===== src/rtl/pipe_issue_if.sv =====
// Issue bus from pipe_issue into the 4-stage ALU pipeline; the issuer is the master.
interface pipe_issue_if;
  logic [3:0] rs1;
  logic [3:0] rs2;
  logic [3:0] rd;
  logic [3:0] func;
  logic [7:0] addr;
  logic       issue_valid;
  logic       stall;

  modport master (output rs1, rs2, rd, func, addr, issue_valid, stall);
  modport slave  (input  rs1, rs2, rd, func, addr, issue_valid, stall);
endinterface


===== src/rtl/pipe_issue.sv =====
// pipe_issue: program-RAM instruction issuer with a RAW scoreboard; fields registered, visible 1 cycle after PC select.
// No downstream backpressure (hazards only stall issue); ISSUE_HALT_ON_ILLEGAL_EN halts the run on func 12..15.
module pipe_issue #(
  parameter int PROG_DEPTH = 16,
  parameter int PAW        = 4,
  parameter int HAZ_DIST   = 3
) (
  input  logic            clk1,
  input  logic            rst_n,
  input  logic            prog_we,
  input  logic [PAW-1:0]  prog_waddr,
  input  logic [23:0]     prog_wdata,
  input  logic [PAW:0]    prog_len,
  input  logic            start,
  pipe_issue_if.master    iss,
  output logic            busy,
  output logic            done,
  output logic [7:0]      issued_cnt
`ifdef ISSUE_HALT_ON_ILLEGAL_EN
  ,
  output logic            err
`endif
);

  localparam logic [1:0] S_IDLE  = 2'd0;
  localparam logic [1:0] S_ISSUE = 2'd1;
  localparam logic [1:0] S_DRAIN = 2'd2;
  localparam logic [1:0] S_DONE  = 2'd3;

  localparam int           SBD        = (HAZ_DIST > 1) ? HAZ_DIST - 1 : 1;
  localparam logic [PAW:0] DEPTH_L    = (PAW+1)'(PROG_DEPTH);
  localparam logic [PAW:0] ONE_L      = (PAW+1)'(1);
  localparam logic [2:0]   DRAIN_LAST = 3'(HAZ_DIST);

  logic [23:0]    mem [PROG_DEPTH];
  logic [1:0]     state;
  logic [PAW-1:0] pc;
  logic [PAW:0]   len_q;
  logic [2:0]     drain_cnt;
  logic [SBD-1:0] sb_vld;
  logic [3:0]     sb_rd [SBD];

  logic [3:0] rs1_q, rs2_q, rd_q, func_q;
  logic [7:0] addr_q;
  logic       vld_q, stall_q;

  logic [23:0] instr;
  logic [3:0]  i_func, i_rd, i_rs1, i_rs2;
  logic [7:0]  i_addr;
  logic        use_rs1, use_rs2, hazard, last_pc;

  always_comb begin
    instr   = mem[pc];
    i_func  = instr[23:20];
    i_rd    = instr[19:16];
    i_rs1   = instr[15:12];
    i_rs2   = instr[11:8];
    i_addr  = instr[7:0];
    use_rs1 = i_func inside {4'd0, 4'd1, 4'd2, 4'd3, 4'd5, 4'd6, 4'd7, 4'd8, 4'd10, 4'd11, [4'd12:4'd15]};
    use_rs2 = i_func inside {4'd0, 4'd1, 4'd2, 4'd4, 4'd5, 4'd6, 4'd7, 4'd9, [4'd12:4'd15]};
    last_pc = ({1'b0, pc} == (len_q - ONE_L));
    // Oldest tracked producer is HAZ_DIST-1 cycles old; the next cycle its write has landed.
    hazard  = 1'b0;
    for (int i = 0; i < HAZ_DIST - 1; i++) begin
      if (sb_vld[i] && ((use_rs1 && sb_rd[i] == i_rs1) || (use_rs2 && sb_rd[i] == i_rs2)))
        hazard = 1'b1;
    end
  end

  always_ff @(posedge clk1) begin
    if (prog_we && state == S_IDLE)
      mem[prog_waddr] <= prog_wdata;
  end

  always_ff @(posedge clk1 or negedge rst_n) begin
    if (!rst_n) begin
      state      <= S_IDLE;
      pc         <= '0;
      len_q      <= '0;
      drain_cnt  <= '0;
      issued_cnt <= '0;
      rs1_q      <= '0;
      rs2_q      <= '0;
      rd_q       <= '0;
      func_q     <= '0;
      addr_q     <= '0;
      vld_q      <= 1'b0;
      stall_q    <= 1'b0;
      sb_vld     <= '0;
      for (int i = 0; i < SBD; i++) sb_rd[i] <= '0;
`ifdef ISSUE_HALT_ON_ILLEGAL_EN
      err        <= 1'b0;
`endif
    end else begin
      rs1_q   <= '0;
      rs2_q   <= '0;
      rd_q    <= '0;
      func_q  <= '0;
      addr_q  <= '0;
      vld_q   <= 1'b0;
      stall_q <= 1'b0;
      sb_vld[0] <= 1'b0;
      sb_rd[0]  <= '0;
      for (int i = 1; i < SBD; i++) begin
        sb_vld[i] <= sb_vld[i-1];
        sb_rd[i]  <= sb_rd[i-1];
      end

      case (state)
        S_IDLE: begin
          if (start) begin
            len_q      <= (prog_len > DEPTH_L) ? DEPTH_L : prog_len;
            issued_cnt <= '0;
            pc         <= '0;
`ifdef ISSUE_HALT_ON_ILLEGAL_EN
            err        <= 1'b0;
`endif
            state      <= (prog_len == '0) ? S_DONE : S_ISSUE;
          end
        end
        S_ISSUE: begin
`ifdef ISSUE_HALT_ON_ILLEGAL_EN
          if (i_func >= 4'd12) begin
            // Output already idle this cycle, so it counts as the first drain cycle.
            err       <= 1'b1;
            drain_cnt <= 3'd1;
            state     <= S_DRAIN;
          end else
`endif
          if (hazard) begin
            stall_q <= 1'b1;
          end else begin
            rs1_q     <= i_rs1;
            rs2_q     <= i_rs2;
            rd_q      <= i_rd;
            func_q    <= i_func;
            addr_q    <= i_addr;
            vld_q     <= 1'b1;
            sb_vld[0] <= 1'b1;
            sb_rd[0]  <= i_rd;
            pc        <= pc + PAW'(1);
            if (issued_cnt != 8'hFF)
              issued_cnt <= issued_cnt + 8'd1;
            if (last_pc) begin
              drain_cnt <= '0;
              state     <= S_DRAIN;
            end
          end
        end
        // Entered while the final issue is visible; HAZ_DIST idle output cycles follow it.
        S_DRAIN: begin
          if (drain_cnt == DRAIN_LAST)
            state <= S_DONE;
          else
            drain_cnt <= drain_cnt + 3'd1;
        end
        S_DONE:  state <= S_IDLE;
        default: state <= S_IDLE;
      endcase
    end
  end

  assign iss.rs1         = rs1_q;
  assign iss.rs2         = rs2_q;
  assign iss.rd          = rd_q;
  assign iss.func        = func_q;
  assign iss.addr        = addr_q;
  assign iss.issue_valid = vld_q;
  assign iss.stall       = stall_q;
  assign busy            = (state == S_ISSUE) || (state == S_DRAIN);
  assign done            = (state == S_DONE);

endmodule

===== src/flat_wrapper.sv =====
// flat-port wrapper written by rule: the top's interface ports become plain ports
module pipe_issue_flat 
#(
  parameter int PROG_DEPTH = 16,
  parameter int PAW        = 4,
  parameter int HAZ_DIST   = 3
)
  (clk1, rst_n, prog_we, prog_waddr, prog_wdata, prog_len, start, busy, done, issued_cnt, iss_rs1, iss_rs2, iss_rd, iss_func, iss_addr, iss_issue_valid, iss_stall);
  pipe_issue_if iss_i ();
  input  logic clk1;
  input  logic rst_n;
  input  logic prog_we;
  input  logic [PAW-1:0] prog_waddr;
  input  logic [23:0] prog_wdata;
  input  logic [PAW:0] prog_len;
  input  logic start;
  output logic busy;
  output logic done;
  output logic [7:0] issued_cnt;
  output wire logic [$bits(iss_i.rs1)-1:0] iss_rs1;
  output wire logic [$bits(iss_i.rs2)-1:0] iss_rs2;
  output wire logic [$bits(iss_i.rd)-1:0] iss_rd;
  output wire logic [$bits(iss_i.func)-1:0] iss_func;
  output wire logic [$bits(iss_i.addr)-1:0] iss_addr;
  output wire logic [$bits(iss_i.issue_valid)-1:0] iss_issue_valid;
  output wire logic [$bits(iss_i.stall)-1:0] iss_stall;
  assign iss_rs1 = iss_i.rs1;
  assign iss_rs2 = iss_i.rs2;
  assign iss_rd = iss_i.rd;
  assign iss_func = iss_i.func;
  assign iss_addr = iss_i.addr;
  assign iss_issue_valid = iss_i.issue_valid;
  assign iss_stall = iss_i.stall;
  pipe_issue #(.PROG_DEPTH(PROG_DEPTH), .PAW(PAW), .HAZ_DIST(HAZ_DIST)) u_core (.clk1(clk1), .rst_n(rst_n), .prog_we(prog_we), .prog_waddr(prog_waddr), .prog_wdata(prog_wdata), .prog_len(prog_len), .start(start), .iss(iss_i), .busy(busy), .done(done), .issued_cnt(issued_cnt));
endmodule

===== config.mk =====
export PLATFORM = sky130hd
export DESIGN_NAME = pipe_issue_flat
export DESIGN_NICKNAME = d
export VERILOG_FILES = /design/src/rtl/pipe_issue_if.sv /design/src/rtl/pipe_issue.sv /design/src/flat_wrapper.sv
export SDC_FILE = /design/constraint.sdc
export NUM_CORES = 1
export LEC_CHECK = 0
export CORE_ASPECT_RATIO = 0.9
export CORE_MARGIN = 10
export CORE_UTILIZATION = 60
export CTS_BUF_LIST = sky130_fd_sc_hd__clkbuf_8
export DETAILED_ROUTE_END_ITERATION = 16
export PLACE_DENSITY = 0.86
export SLEW_MARGIN = 30
export SYNTH_ARGS = -nofsm -noshare
export SYNTH_HDL_FRONTEND = slang
export SYNTH_SLANG_ARGS = --single-unit

===== constraint.sdc =====
create_clock -name clk1 -period 6.55 [get_ports clk1]
set_clock_uncertainty 0.2 [all_clocks]
set_input_delay 0.655 -clock clk1 [delete_from_list [all_inputs] [get_ports clk1]]
set_output_delay 0.655 -clock clk1 [all_outputs]
set_load 0.05 [all_outputs]

==> impl_metrics.yaml, run 1 <==
status:
  status: "completed"
pwr:
  power_density_nw_per_um2: 396
  vdd_drop_max_mv: 0.224
  p_leak_nw: 6.96
place:
  io_buffer_count: 72
  place.gp.congestion: 0.868
  dpl.hpwl_mm: 23.0
routing:
  drc_errors: 0
  wl_met1_mm: 15.3
  wl_met3_mm: 3.74
  vias: 9719
  highest_layer: "met5"
  wl_per_cell_microns: 26.4
  wirelength_mm: 40.2
  dr.first_iter.drc_count: 1072
  met2WireLength_mm: 20.0
  drtAntennaViolNets: 0
  vias_per_cell: 6.37
  drtPass1Iterations: 7
grt:
  grt_pass1_vias: 9955
  antenna_found_initial: 1
  grt_pass1_wl_mm: 60.6
  grt_max_degree: 54
  grt_overflow: 0
  globalRouteTotalUtil: 0.219
floorplanning:
  die_area_sq_um: 36700
  fp-row-count: 59
  fp.coreArea_sq_um: 28900
  start_util: 0.610
  die_y_microns: 183
  ios: 73
  die_w_microns: 201
synthesis:
  synthDistinctLibCells: 73
  synth_edf_count: 384
  yosysSeqAreaShare: 0.728
  yosys_warnings: 0
  synthFlopType: "edfxtp_1"
  syn_inst: 958
  async_reset_ff_frac: 0.121
  syn-cell-area_sq_um: 17700
  synth_nets: 1004
  syn_avg_cell_area_sq_um: 18.4
  yosys_register_bits: 437
critical_path:
  rr_startpoint: "u_core.pc[2]$_DFFE_PN0P_"
  cp.depth: 9
  r2r_end: "u_core.iss.addr[3]$_DFF_PN0_"
  critPathMaxStageDelay_ns: 0.87
  crit_fanout: 19
  crit_type: "reg2reg"
  ff2ff_path_depth: 9
  startpoint_type: "flop"
  cp_common_cell: "nand2_1"
  worstSetupStartpoint: "u_core.pc[2]$_DFFE_PN0P_"
  crit_chain: "nand2_1, o22ai_1, nor4_1, a2111oi_0, o311ai_0, o32ai_1, o21ai_2, nand2_1, nor3_1"
  critPathBufInv: 0
  cp-endpoint: "u_core.iss.addr[3]$_DFF_PN0_"
  cpLargestDelayFamily: "compound AO/OA/AOI/OAI gates"
  cp.arrival_ns: 4.63
  cp_slowest_cell: "dfrtp_1"
  end_kind: "flop"
  r2r_slack_ns: 2.12
  required_ns: 6.75
sta:
  fin_crit_sh: 0.676
  min_period_ns: 4.43
  relSlewSlack: 0.427
  rsz0062_at_grt: "no"
  worst_pin_slew_ns: 0.858
  finalHoldViolations: 0
  maxSlewViolCount: 0
  max_freq_ghz: 0.226
  setup_violations: 0
  finalHoldWorstSlack_ns: 0.0401
  finalSetupTns_ns: 0
final_layout:
  fin_nets: 1123
  drive_gt1_frac: 0.211
  utilization: 0.701
  diodes: 0
  synthToLayoutAreaGrowth_pct: 14.9
clock_network:
  ctsHoldBuffers: 0
  ctsLongestPathBuffers: 3
  cts_root_buffer: "clkbuf_8"
  cts.sinks: 437
  clk-insertion-delay-late_ns: 0.57
  clk_pin_slew_ns: 0.07
  numCtsBuffers: 67
  post_cts_resized: 0
  cts_tree: "yes"
  post-cts-setup-buffers: 0
  htree_levels: 3
job:
  cap_viol_max_count: 0
hold_path:
  hp-class: "in2async"
## state kept, by name, indices dropped and copies added (netlist names)
signal / count
u_core.sb_vld: 2
u_core.state: 2
u_core.drain_cnt: 3
u_core.iss.rs1: 4
u_core.iss.func: 4
u_core.len_q: 5
u_core.pc: 4
u_core.mem: 384
u_core.iss.addr: 8
u_core.iss.stall: 1
u_core.iss.rs2: 4
u_core.sb_rd: 8
u_core.issued_cnt: 8
## stage by stage
stage                     power (mW)  worst slack (ns)  cells  area, sq um
after floorplan                 5.25              2.96    958        17700
after global placement          5.81              2.33   1399        18800
after detailed placement        5.91              2.29   1404        19000
after CTS                       8.07              2.23   1526        20300
after global routing            8.40              2.02   1526        20300
final                           8.04              2.12   1526        20300
## area by class of cell
class | count | area [sq um]
Clock inverter | 43 | 225
Multi-Input combinational cell | 460 | 4560
Timing Repair Buffer | 97 | 1000
Fill cell | 1750 | 8650
Sequential cell | 437 | 12900
Clock buffer | 79 | 1090
Tap cell | 396 | 495
Inverter | 14 | 52.6
## per-layer routing
layer | GRT usage | vias up
li1 | - | 4148
met2 | 0.359 | 529
met1 | 0.282 | 4948
met3 | 0.0489 | 92
met4 | 0.0857 | 2
met5 | 0 | -
## where the power goes
| group | leakage (nW) | switching, mW | internal [mW] |
|---|---|---|---|
| Sequential | 4.16 | 0.193 | 3.19 |
| Clock | 0.760 | 0.992 | 1.18 |
| Combinational | 2.05 | 1.42 | 1.07 |
| Total | 6.96 | 2.61 | 5.43 |
## synth_stat cells (all sizes together), types with 2 or more instances
cell type  instances  area share
nand4              7      0.0025
nand3b             5      0.0021
a2bb2oi            2      0.0013
and2               6      0.0021
nand3             14      0.0040
nor3              17      0.0048
a22oi             11      0.0047
o311ai             2      0.0014
a31oi              2     0.00071
nand2             33      0.0070
o21ai             23      0.0067
buf               27       0.010
dfrtp             53       0.075
nor2              42      0.0089
mux2i             56       0.032
o22ai              8      0.0028
xor2               8      0.0040
o21a               3      0.0013
ha                 9      0.0064
inv               14      0.0030
clkbuf            20      0.0043
o211ai             5      0.0029
a22o               7      0.0035
mux2              11      0.0070
nand2b            11      0.0039
edfxtp           384        0.65
o211a              2      0.0011
mux4              78        0.10
nor2b              5      0.0022
nand4b             2     0.00099
and3              20      0.0071
a21oi             14      0.0040
a32oi              2     0.00099
nand4bb            2      0.0013
o2111ai            5      0.0025
or3                2     0.00071
a211oi             3      0.0013
o221ai             4      0.0020
a221oi            10      0.0063
nor4               6      0.0025
xnor2              4      0.0020
or2                3      0.0011
## worst min-delay path by stage
stage	end	start	depth (start not counted)
final	u_core.issued_cnt[3]$_DFFE_PN0P_	rst_n	2
after global routing	u_core.issued_cnt[3]$_DFFE_PN0P_	rst_n	2
after CTS	u_core.issued_cnt[3]$_DFFE_PN0P_	rst_n	2
after detailed placement	u_core.len_q[1]$_DFFE_PN0P_	u_core.len_q[1]$_DFFE_PN0P_	2
after global placement	u_core.drain_cnt[2]$_DFFE_PN0P_	u_core.drain_cnt[2]$_DFFE_PN0P_	2
after floorplan	u_core.drain_cnt[0]$_DFFE_PN0P_	rst_n	0
## worst register-to-register path, delay by kind of cell (launching register included)
family          cells  cell delay [ns]
flops               1             0.87
simple gates        4             1.31
compound gates      5             1.90
## layout by cell type, fill, tap and decap left out, types with 9 or more instances in the layout
master | netlist | final
and3_1 | 20 | 20
nand2_1 | 33 | 33
buf_4 | 7 | 20
nand3_1 | 14 | 14
edfxtp_1 | 384 | 384
nor3_1 | 17 | 13
ha_1 | 9 | 9
clkbuf_8 | 0 | 79
inv_1 | 12 | 35
clkinv_1 | 0 | 11
mux2_2 | 10 | 10
o21ai_0 | 20 | 20
a21oi_1 | 14 | 14
nand2b_1 | 11 | 11
clkdlybuf4s50_1 | 0 | 71
nor2_1 | 42 | 30
a22oi_1 | 11 | 11
mux2i_1 | 56 | 56
dfrtp_1 | 53 | 51
mux4_2 | 78 | 78
## cells by family (layout without fill, tap and decap cells)
group,Yosys count,after routing,share of synthesized area
DFF,437,437,0.728
and+or+nand+nor,182,182,0.0553
buffers and inverters,61,233,0.0176
muxes,145,145,0.138
xor gates and xnor gates,12,12,0.00595
AOI/OAI and AO/OA,112,112,0.0481
adders and majority gates,9,9,0.00638
No activity file was read; power rests on OpenSTA's default activity.
==> run 2: changes to the inputs <==
--- a/config.mk
+++ b/config.mk
@@ -7,7 +7,7 @@
 export LEC_CHECK = 0
 export CORE_ASPECT_RATIO = 0.9
 export CORE_MARGIN = 10
-export CORE_UTILIZATION = 60
+export CORE_UTILIZATION = 57
 export CTS_BUF_LIST = sky130_fd_sc_hd__clkbuf_8
 export DETAILED_ROUTE_END_ITERATION = 16
 export PLACE_DENSITY = 0.86
==> constraint.sdc (replaced) <==
create_clock -name clk1 -period 3.85 [get_ports clk1]
set_clock_uncertainty 0.2 [all_clocks]
set_input_delay 0.385 -clock clk1 [delete_from_list [all_inputs] [get_ports clk1]]
set_output_delay 0.385 -clock clk1 [all_outputs]
set_load 0.05 [all_outputs]
==> run 2 against run 1 <==
Critical path depth increased by 2; utilization down 4.1 points; largest power group unchanged; die area up 4.7%; combinational power grew 80%; first-iteration DRC count rose by 3.8%; critical endpoint is now u_core.pc[1]$_DFFE_PN0P_; count of clock-buffer cells in the layout is 14 lower; highest routed layer unchanged.
==> impl_metrics.yaml, run 2 (synthesis gave the netlist of run 1 again) <==
status:
  status: "completed"
sta:
  finalSetupTns_ns: 0
  max_freq_ghz: 0.267
  worst_pin_slew_ns: 0.700
  relSlewSlack: 0.534
  min_period_ns: 3.74
  finalHoldViolations: 0
  maxSlewViolCount: 0
  fin_crit_sh: 0.973
  setup_violations: 0
routing:
  wirelength_mm: 40.1
  vias_per_cell: 6.28
  wl_per_cell_microns: 25.9
  drtAntennaViolNets: 0
  dr.first_iter.drc_count: 1113
  vias: 9732
  drc_errors: 0
  drtPass1Iterations: 5
clock_network:
  cts.sinks: 437
  cts_tree: "yes"
  post-cts-setup-buffers: 0
  cts_root_buffer: "clkbuf_8"
  ctsLongestPathBuffers: 3
  numCtsBuffers: 61
  htree_levels: 2
  clk_pin_slew_ns: 0.07
  clk-insertion-delay-late_ns: 0.61
grt:
  busiest_layer: "met2"
  grt_overflow: 0
  grt_pass1_vias: 9885
  grt_max_degree: 49
  use_met3: 0.0542
  grt_pass1_wl_mm: 61.4
  globalRouteTotalUtil: 0.210
  use_met2: 0.325
  met1_usage: 0.289
  antenna_found_initial: 1
final_layout:
  diodes: 0
  utilization: 0.660
  mostFrequentLayoutCell: "edfxtp_1"
  regMostFlops: "u_core.mem"
  stdcell_area_sq_um: 20300
  layout_common_cells: "edfxtp_1 (384), mux4_2 (78), clkdlybuf4s50_1 (71)"
  nFillCells: 1946
  drive_gt1_frac: 0.216
  largest_reg_flops: 384
  synthToLayoutAreaGrowth_pct: 14.9
  fin_nets: 1134
pwr:
  power_density_nw_per_um2: 672
  power_mw: 13.6
  p_leak_nw: 6.96
  vdd_drop_max_mv: 0.402
critical_path:
  r2r_end: "u_core.pc[1]$_DFFE_PN0P_"
  crit_fanout: 27
  required_ns: 4.12
  crit_type: "reg2reg"
  cp.arrival_ns: 4.01
  end_kind: "flop"
  startpoint_type: "flop"
  ff2ff_path_depth: 11
  rr_startpoint: "u_core.pc[0]$_DFFE_PN0P_"
  r2r_slack_ns: 0.11
floorplanning:
  die_y_microns: 187
  start_util: 0.574
  die_area_sq_um: 38400
  fp-row-count: 61
  die_w_microns: 206
  fp.coreArea_sq_um: 30800
  ios: 73
place:
  io_buffer_count: 72
  place_area_sq_um: 19100
  dpl.hpwl_mm: 24.0
  place.gp.congestion: 0.929
job:
  cap_viol_max_count: 0
hold_path:
  hp-class: "in2async"
==> run 2: changes by cell type in the layout (fill, tap and decap cells not counted), sizes merged <==
cell         before  now
inv              37   35
buf              26   42
clkbuf           79   65
dlygate4sd3       0    1
clkinvlp          1    2
bufinv            2    3
clkinv           17   25
==> run 2: area by class of cell <==
type | count | area, sq um | area share
tap | 409 | 512 | 0.0252
multi-input combinational | 460 | 4560 | 0.225
inverter | 14 | 52.6 | 0.00259
clock inverter | 51 | 295 | 0.0146
clock buffer | 65 | 895 | 0.0441
timing repair buffer | 114 | 1110 | 0.0546
sequential | 437 | 12900 | 0.634
==> run 2: power breakdown <==
group	internal (mW)	leakage, nW	switching (mW)
sequential	5.42	4.16	0.242
clock	1.77	0.681	1.69
combinational	1.96	2.12	2.55
==> run 2: metal layers <==
layer / vias up / share of wire
met2: 594 / 0.48
met1: 4884 / 0.39
met5: - / 0.00030
met4: 2 / 0.024
li1: 4165 / -
met3: 87 / 0.11
==> run 2: worst max path at each step <==
| stage | startpoint | end | slack (ns) | cells after the start |
|---|---|---|---|---|
| floorplan | u_core.state[0]$_DFFE_PN0P_ | u_core.mem[0][0]$_DFFE_PP_ | 0.26 | 6 |
| global placement | u_core.pc[0]$_DFFE_PN0P_ | u_core.pc[1]$_DFFE_PN0P_ | 0.29 | 11 |
| detailed placement | u_core.pc[1]$_DFFE_PN0P_ | u_core.issued_cnt[7]$_DFFE_PN0P_ | 0.19 | 11 |
| CTS | u_core.pc[1]$_DFFE_PN0P_ | u_core.issued_cnt[7]$_DFFE_PN0P_ | 0.16 | 12 |
| global route | u_core.pc[0]$_DFFE_PN0P_ | u_core.pc[1]$_DFFE_PN0P_ | -0.01 | 11 |
| finish | u_core.pc[0]$_DFFE_PN0P_ | u_core.pc[1]$_DFFE_PN0P_ | 0.11 | 11 |
==> run 2: what timing repair did <==
action | in CTS | in global routing
setup endpoints to repair | 0 | 15
gates resized for setup | 0 | 4
hold endpoints to repair | 26 | 0
hold buffers | 1 | 0
==> run 2: metrics by stage <==
| step | instances | worst slack, ns | hold WS (ns) |
|---|---|---|---|
| after floorplan | 958 | 0.263 | -0.111 |
| after global placement | 1433 | 0.292 | 0.260 |
| after detailed placement | 1433 | 0.188 | 0.265 |
| after CTS | 1550 | 0.158 | 0.141 |
| after global routing | 1550 | -0.0118 | 0.177 |
| final | 1550 | 0.106 | 0.154 |
==> run 2: critical path: stages, from the launching register on <==
cell and delay, ns:
dfrtp_4 0.50, buf_12 0.19, mux2_1 0.40, o22ai_1 0.38, nor3_1 0.11, or4bb_1 0.48, a2111o_1 0.41, a2bb2oi_2 0.24
o21ai_2 0.10, buf_12 0.19, a32oi_1 0.24, nand3_1 0.16
==> run 3: changes to the inputs <==
--- a/config.mk
+++ b/config.mk
@@ -10,7 +10,7 @@
 export CORE_UTILIZATION = 57
 export CTS_BUF_LIST = sky130_fd_sc_hd__clkbuf_8
 export DETAILED_ROUTE_END_ITERATION = 16
-export PLACE_DENSITY = 0.86
+export PLACE_DENSITY = 0.75
 export SLEW_MARGIN = 30
 export SYNTH_ARGS = -nofsm -noshare
 export SYNTH_HDL_FRONTEND = slang
==> constraint.sdc (replaced) <==
create_clock -name clk1 -period 3.85 [get_ports clk1]
set_clock_uncertainty 0.2 [all_clocks]
set_input_delay 0.385 -clock clk1 [delete_from_list [all_inputs] [get_ports clk1]]
set_output_delay 0.385 -clock clk1 [all_outputs]
set_load 0.02 [all_outputs]
==> run 3 against run 2 <==
Wire length grew 1.3%; via count grew 0.32%; largest power group unchanged; clock power grew 3%; combinational power shrank 4.4%; sequential power is essentially flat; sequential share of layout area shrank 0.48 points; maximum frequency grew 2.8%; die area is the same; cell area grew 0.76%; final cell count grew 1.0%; critical path depth grew 1.
==> impl_metrics.yaml, run 3 (synthesis gave the netlist of run 1 again) <==
status:
  status: "completed"
clock_network:
  cts_tree: "yes"
  numCtsBuffers: 68
  clk-insertion-delay-late_ns: 0.60
  clk_pin_slew_ns: 0.06
  cts.sinks: 437
  cts_root_buffer: "clkbuf_8"
  htree_levels: 3
  ctsLongestPathBuffers: 3
routing:
  wl_met3_mm: 3.24
  highest_layer: "met4"
  wl_per_cell_microns: 26.0
  drtPass1Iterations: 5
  met2WireLength_mm: 19.6
  dr.first_iter.drc_count: 1146
  drc_errors: 0
  vias_per_cell: 6.23
  wl_met1_mm: 16.7
  drtAntennaViolNets: 0
  wirelength_mm: 40.7
  vias: 9763
sta:
  relSlewSlack: 0.477
  worst_pin_slew_ns: 0.785
  rsz0062_at_grt: "no"
  finalSetupTns_ns: 0
  min_period_ns: 3.64
  fin_crit_sh: 0.946
  maxSlewViolCount: 0
  max_freq_ghz: 0.275
  setup_ws_ns: 0.208
  finalHoldViolations: 0
  setup_violations: 0
floorplanning:
  die_area_sq_um: 38400
  die_y_microns: 187
  fp.coreArea_sq_um: 30800
  fp-row-count: 61
  ios: 73
  die_w_microns: 206
  start_util: 0.574
place:
  place_ws_ns: -0.0416
  dpl.hpwl_mm: 23.6
  io_buffer_count: 72
  place_inst: 1441
  place.gp.congestion: 0.905
final_layout:
  fin_nets: 1152
  diodes: 0
  drive_gt1_frac: 0.229
  fin_cells: 1566
  utilization: 0.665
  mostFrequentLayoutCell: "edfxtp_1"
  synthToLayoutAreaGrowth_pct: 15.8
  layout_common_cells: "edfxtp_1 (384), mux4_2 (78), clkbuf_8 (71), clkdlybuf4s50_1 (71), mux2i_1 (56)"
  regMostFlops: "u_core.mem"
  largest_reg_flops: 384
grt:
  antenna_found_initial: 0
  grt_max_degree: 50
  globalRouteTotalUtil: 0.214
  grt_overflow: 0
  grt_pass1_vias: 9873
  grt_pass1_wl_mm: 61.3
critical_path:
  crit_chain: "buf_4, and2_1, buf_4, a221oi_1, o21ai_0, nand4_1, a2bb2oi_1, a2bb2oi_2, o211ai_4, inv_2, nor4b_2, mux2i_1"
  cp_common_cell: "buf_4"
  ff2ff_path_depth: 12
  end_kind: "flop"
  r2r_slack_ns: 0.21
  critPathMaxStageDelay_ns: 0.57
  cp_slowest_cell: "dfrtp_1"
  required_ns: 4.17
  r2r_end: "u_core.issued_cnt[3]$_DFFE_PN0P_"
  startpoint_type: "flop"
  crit_fanout: 8
  rr_startpoint: "u_core.pc[2]$_DFFE_PN0P_"
  crit_type: "reg2reg"
  cp.arrival_ns: 3.96
pwr:
  p_leak_nw: 7.03
  vdd_drop_max_mv: 0.339
  power_density_nw_per_um2: 664
job:
  cap_viol_max_count: 0
hold_path:
  hp-class: "in2async"
-- run 3: changes by cell type in the layout (fill, tap and decap cells not counted), sizes merged --
cell | before | now
clkbuf | 65 | 71
clkinv | 25 | 27
bufinv | 3 | 1
buf | 42 | 53
clkinvlp | 2 | 1
-- run 3: through the flow --
stage               hold WS [ns]  area [sq um]  power [mW]
floorplan                 -0.111         17700        8.70
global placement           0.282         19100        9.92
detailed placement         0.215         19100        10.0
CTS                        0.128         20400        13.6
global route               0.162         20400        14.2
finish                     0.140         20400        13.6
-- run 3: area by class of cell --
cell class | count | area (sq um)
fillers | 2039 | 10300
clock buffers | 71 | 977
inverters | 14 | 52.6
clock inverters | 50 | 267
well taps | 409 | 512
repair buffers | 125 | 1160
flip-flops and latches | 437 | 12900
multi-input cells | 460 | 4610
-- run 3: report_power, final --
group / internal (mW) / switching [mW]
clock: 1.80 / 1.76
sequential: 5.42 / 0.268
combinational: 2.00 / 2.31
-- run 3: worst max-delay path: cells and delay by family (launching register included) --
kind | cells | cell delay (ns)
DFF | 1 | 0.57
muxes | 1 | 0.21
and+or+nand+nor | 3 | 0.81
buffers and inverters | 3 | 0.60
AOI/OAI and AO/OA | 5 | 1.16
-- run 3: worst max-delay path by stage --
stage | start | to | cells after the start
finish | u_core.pc[2]$_DFFE_PN0P_ | u_core.issued_cnt[3]$_DFFE_PN0P_ | 12
CTS | u_core.pc[1]$_DFFE_PN0P_ | u_core.iss.rs2[0]$_DFF_PN0_ | 12
global placement | u_core.pc[0]$_DFFE_PN0P_ | u_core.issued_cnt[3]$_DFFE_PN0P_ | 11
floorplan | u_core.state[0]$_DFFE_PN0P_ | u_core.mem[0][0]$_DFFE_PP_ | 6
detailed placement | u_core.pc[0]$_DFFE_PN0P_ | u_core.iss.rs2[0]$_DFF_PN0_ | 12
global route | u_core.pc[0]$_DFFE_PN0P_ | u_core.issued_cnt[7]$_DFFE_PN0P_ | 11
-- run 3: metal layers --
layer,vias up,GRT usage
met5,-,0
met2,483,0.328
met4,0,0.0802
met3,79,0.0416
li1,4192,-
met1,5009,0.301
-- run 3: timing repair --
action,4_1_cts,5_1_grt
setup buffers,3,0
endpoints found under the setup margin,26,27
endpoints found under the hold margin,36,0
gates resized for setup,1,4
hold buffers,1,0
